===== src/rtl/dmem_arbiter.sv =====
// Data-RAM arbiter: shares the single-port DRAM between the MEM stage and a host/debug port.
// Core has priority, bounded by a saturating host starvation counter.
module dmem_arbiter #(
    parameter int unsigned ADDR_W   = 8,
    parameter int unsigned DATA_W   = 32,
    parameter int unsigned MAX_WAIT = 4
) (
    input  logic              clock,
    input  logic              clear,

    input  logic              core_req,
    input  logic              core_we,
    input  logic [ADDR_W-1:0] core_addr,
    input  logic [DATA_W-1:0] core_wdata,
    input  logic [2:0]        core_func3,
    output logic              core_stall,
    output logic              core_rvalid,
    output logic [DATA_W-1:0] core_rdata,

    input  logic              host_req,
    input  logic              host_we,
    input  logic [ADDR_W-1:0] host_addr,
    input  logic [DATA_W-1:0] host_wdata,
    output logic              host_ack,
    output logic [DATA_W-1:0] host_rdata,

    output logic [ADDR_W-1:0] mem_addr,
    output logic [DATA_W-1:0] mem_din,
    output logic              mem_wren,
    output logic [2:0]        mem_func3,
    input  logic [DATA_W-1:0] mem_dout
);

    localparam int unsigned     CNT_W      = (MAX_WAIT > 0) ? $clog2(MAX_WAIT + 1) : 1;
    localparam logic [CNT_W-1:0] WAIT_LIMIT = CNT_W'(MAX_WAIT);
    localparam logic [2:0]      FUNC3_WORD = 3'b010;

    logic [CNT_W-1:0]  waitCntQ, waitCntD;
    logic              hostPendQ;
    logic              hostRdPendQ;
    logic              coreRvalidQ;
    logic [DATA_W-1:0] hostRdataQ;

    logic hostElig;
    logic hostGnt;
    logic coreGnt;

    // hostPendQ masks the ack cycle so a still-held request is not granted twice.
    assign hostElig = host_req & ~hostPendQ;

    // The counter saturates at WAIT_LIMIT, so equality is the "reached limit" test.
    assign hostGnt = ~clear & hostElig & (~core_req | (waitCntQ == WAIT_LIMIT));
    assign coreGnt = ~clear & core_req & ~hostGnt;

    assign core_stall = ~clear & core_req & ~coreGnt;

    always_comb begin
        waitCntD = waitCntQ;
        if (hostGnt || !host_req) begin
            waitCntD = '0;
        end else if (hostElig && (waitCntQ != WAIT_LIMIT)) begin
            waitCntD = waitCntQ + CNT_W'(1);
        end
    end

    always_comb begin
        mem_addr  = core_addr;
        mem_din   = core_wdata;
        mem_func3 = core_func3;
        mem_wren  = 1'b0;
        if (hostGnt) begin
            mem_addr  = host_addr;
            mem_din   = host_wdata;
            mem_func3 = FUNC3_WORD;
            mem_wren  = host_we;
        end else if (coreGnt) begin
            mem_wren  = core_we;
        end
    end

    always_ff @(posedge clock or posedge clear) begin
        if (clear) begin
            waitCntQ    <= '0;
            hostPendQ   <= 1'b0;
            hostRdPendQ <= 1'b0;
            coreRvalidQ <= 1'b0;
            hostRdataQ  <= '0;
        end else begin
            waitCntQ    <= waitCntD;
            hostPendQ   <= hostGnt;
            hostRdPendQ <= hostGnt & ~host_we;
            coreRvalidQ <= coreGnt & ~core_we;
            if (hostRdPendQ) begin
                hostRdataQ <= mem_dout;
            end
        end
    end

    // The ack register doubles as the pending flag: both follow the grant by one cycle.
    assign host_ack    = hostPendQ;
    assign core_rvalid = coreRvalidQ;
    assign core_rdata  = mem_dout;
    assign host_rdata  = hostRdPendQ ? mem_dout : hostRdataQ;

    grant_exclusive: assert property (@(posedge clock) disable iff (clear) !(hostGnt && coreGnt));
    wait_saturates:  assert property (@(posedge clock) disable iff (clear) waitCntQ <= WAIT_LIMIT);

endmodule


===== config.mk =====
export PLATFORM = sky130hd
export DESIGN_NAME = dmem_arbiter
export DESIGN_NICKNAME = d
export VERILOG_FILES = /design/src/rtl/dmem_arbiter.sv
export SDC_FILE = /design/constraint.sdc
export NUM_CORES = 1
export LEC_CHECK = 0
export BUFFER_PORTS_ARGS = -buffer_cell sky130_fd_sc_hd__buf_2
export CORE_AREA = 2 2 89 91
export DETAILED_ROUTE_END_ITERATION = 7
export DIE_AREA = 0 0 91 93
export PLACE_DENSITY = 0.7
export SLEW_MARGIN = 10
export SYNTH_ARGS = -nofsm -noshare
export SYNTH_HDL_FRONTEND = slang
export SYNTH_SLANG_ARGS = --single-unit

===== constraint.sdc =====
create_clock -name clock -period 2.4 [get_ports clock]
set_input_delay 0.12 -clock clock [delete_from_list [all_inputs] [get_ports clock]]
set_output_delay 0.12 -clock clock [all_outputs]
set_load 0.03 [all_outputs]

==> qor.csv <==
stage;metric;value;unit
worst_setup_path;arrival;2.20;ns
clock_tree;root_buffer;clkbuf_8;
synth;yosys.cell_types.count;22;
drt;vias;2100;
global_routing;antenna_found_initial;0;
drt;drt_pass1_iterations;6;
sta;skew;0.01089;ns
synth;ys_top_cells_by_area;dfrtp_1 40%, mux2_4 25%, mux2_2 15%;
drt;drt_iter0_drc;51;
worst_setup_path;worst_ep_required_time;2.28;ns
drt;wl_met2;3458;um
worst_setup_path;reg2reg_from;waitCntQ[0]$_DFFE_PP0P_;
clock_tree;tritoncts;yes;
global_routing;grt_pass1_vias;2068;
floorplan;rows;32;
worst_setup_path;rr_worst_depth;9;
synth;yosys.area.top_type;dfrtp_1;
sta;whs;0.01023;ns
floorplan;die_w;91;um
clock_tree;cts.sinks;38;
clock_tree;clk_pin_slew;0.08;ns
sta;maxSlewHeadroom;68.17;%
worst_setup_path;worstSetupPathType;reg2out;
hold_path;hold_class;in2async;
worst_setup_path;reg2reg_slack;0.70;ns
global_routing;track_usage;14.53;%
worst_setup_path;critPathCaptureType;primary output;
run;cap_violations;0;
sta;setup_viol;0;
drt;wl_met1;2747;um
worst_setup_path;start_kind;register;
pwr;power_density;666.7;nW/um^2
floorplan;fp.dieArea;8463;um^2
pwr;total_power;2.443;mW
drt;vias_per_cell;4.286;
sta;finalMaxSlewViolations;0;
drt;wl_per_cell;13.80;um
synth;ys_ff_latch;38;
floorplan;design.core.area;7527;um^2
worst_setup_path;reg2reg_to;waitCntQ[2]$_DFFE_PP0P_;
synth;syn_avg_cell_area;13.68;um^2
sta;hold_violations;0;
sta;fin_setup_tns;0;ns
drt;totalWireLength;6763;um
synth;yosysSeqAreaShare;39.50;%
clock_tree;cts_inserted_buffers;5;
synth;synth_nets;299;
synth;synth.top_cell.area_share;39.50;%
cells_and_area;layout.nets;510;
cells_and_area;area_growth;52.18;%
clock_tree;clk-insertion-delay-late;0.28;ns
pwr;leakagePower;2.011;nW
status;status;completed;
cells_and_area;drive_above_1_share;84.79;%
global_routing;grt_max_degree;39;
pwr;peakVddDrop;235.4;uV
drt;top_layer_used;met4;
sta;layout_min_cycle_time;2.320;ns
cells_and_area;n_antenna_cell;0;
clock_tree;cts_buffer_depth;2;
cells_and_area;layout_common_cells;225 x buf_2, 40 x mux2_4, 38 x dfrtp_1;
sta;max_freq;431.1;MHz
floorplan;io_pins;232;
worst_setup_path;path_max_fanout;8;
synth;netlist_area;2407;um^2
sta;fin_crit_sh;96.66;%
placement;gp_congestion;0.7404;
sta;max_slew.worst_pin.slew;0.4775;ns
drt;wl_met3;504;um
floorplan;initial_core_util;31.98;%
placement;place_hpwl;5378;um
drt;detail-route-antenna-nets;0;
clock_tree;h-tree-depth;2;
synth;yosys_warnings;0;
global_routing;grt_pass1_wl;9860;um
drt;drcViolationCount;0;
placement;port_buffers;231;
synth;synthCells;176;
cells_and_area;final_common_cell;buf_2;
floorplan;die_h;93;um
global_routing;grt-ovfl-total;0;
-- flip-flops by register name, summed over array words and instances, names as in the netlist --
register,count
hostRdataQ,32
waitCntQ,3
core_rvalid,1
hostRdPendQ,1
host_ack,1
-- routing by layer --
metal / GRT usage (%) / up-vias
met5: 0 / -
met4: 4.419 / 0
met3: 3.062 / 4
met2: 24.01 / 113
met1: 19.21 / 986
li1: - / 997
-- cell families after synthesis --
| family | count (synthesis) | synth area share (%) |
|---|---|---|
| buf+inv | 46 | 13.57 |
| fa+ha+maj | 2 | 1.039 |
| flops | 38 | 39.50 |
| mux | 74 | 40.80 |
| xor+xnor | 1 | 0.3639 |
| compound gates | 3 | 1.559 |
| simple gates | 12 | 3.171 |
-- cell type report --
type | instances | area (um^2)
inverter | 5 | 18.77
clock inverter | 2 | 12.51
tap | 102 | 127.6
fill | 720 | 3864
sequential | 38 | 950.9
multi-input combinational | 92 | 1145
timing repair buffer | 245 | 1326
clock buffer | 6 | 82.58
-- stage by stage --
stage	utilization (%)	cells	setup WS [ns]	area (um^2)
finish	48.67	490	0.08027	3664
global route	48.67	490	-0.001050	3664
CTS	48.12	489	0.007901	3622
detailed placement	45.51	472	0.2247	3426
global placement	45.51	472	0.2860	3426
floorplan	-	176	0.4516	2407
-- power by group --
group	total [mW]	internal [mW]	switching [mW]
registers	0.817	0.781	0.0358
clock network	0.456	0.231	0.225
logic	1.17	0.450	0.720
-- worst max-delay path by stage --
| stage | start | end | cells after the start |
|---|---|---|---|
| 2_1_floorplan | waitCntQ[0]$_DFFE_PP0P_ | mem_addr[0] | 6 |
| 3_3_place_gp | waitCntQ[0]$_DFFE_PP0P_ | mem_addr[7] | 7 |
| 3_5_place_dp | waitCntQ[0]$_DFFE_PP0P_ | mem_addr[7] | 7 |
| 4_1_cts | waitCntQ[1]$_DFFE_PP0P_ | mem_addr[1] | 8 |
| 5_1_grt | waitCntQ[0]$_DFFE_PP0P_ | mem_din[23] | 8 |
| 6_report | waitCntQ[0]$_DFFE_PP0P_ | mem_addr[1] | 8 |
-- synth_stat cells, drive strengths merged --
cell and number:
a2111oi 1, a21oi 2, and2 1, and3 1, buf 40, clkbuf 1, dfrtp 38, ha 2
inv 5, mux2 73, mux2i 1, nand2 1, nor2b 3, nor3 2, nor4 1, nor4b 1
nor4bb 1, or2 1, xnor2 1
-- critical path: stages (launching register included) --
cell and delay (ns):
dfrtp_1 0.39, inv_1 0.10, ha_4 0.15, nand2_2 0.06
a2111oi_4 0.27, buf_4 0.19, bufbuf_16 0.28, mux2_4 0.30
buf_4 0.17
-- what timing repair did --
item / CTS / global route
pin swaps: 1 / 0
resized for setup: 0 / 17
setup buffers: 5 / 1
hold endpoints to repair: 2 / 0
endpoints found under the setup margin: 41 / 42
gates cloned: 2 / 0
hold buffers: 2 / 0
Note: power is estimated with default switching activity, not from simulation.
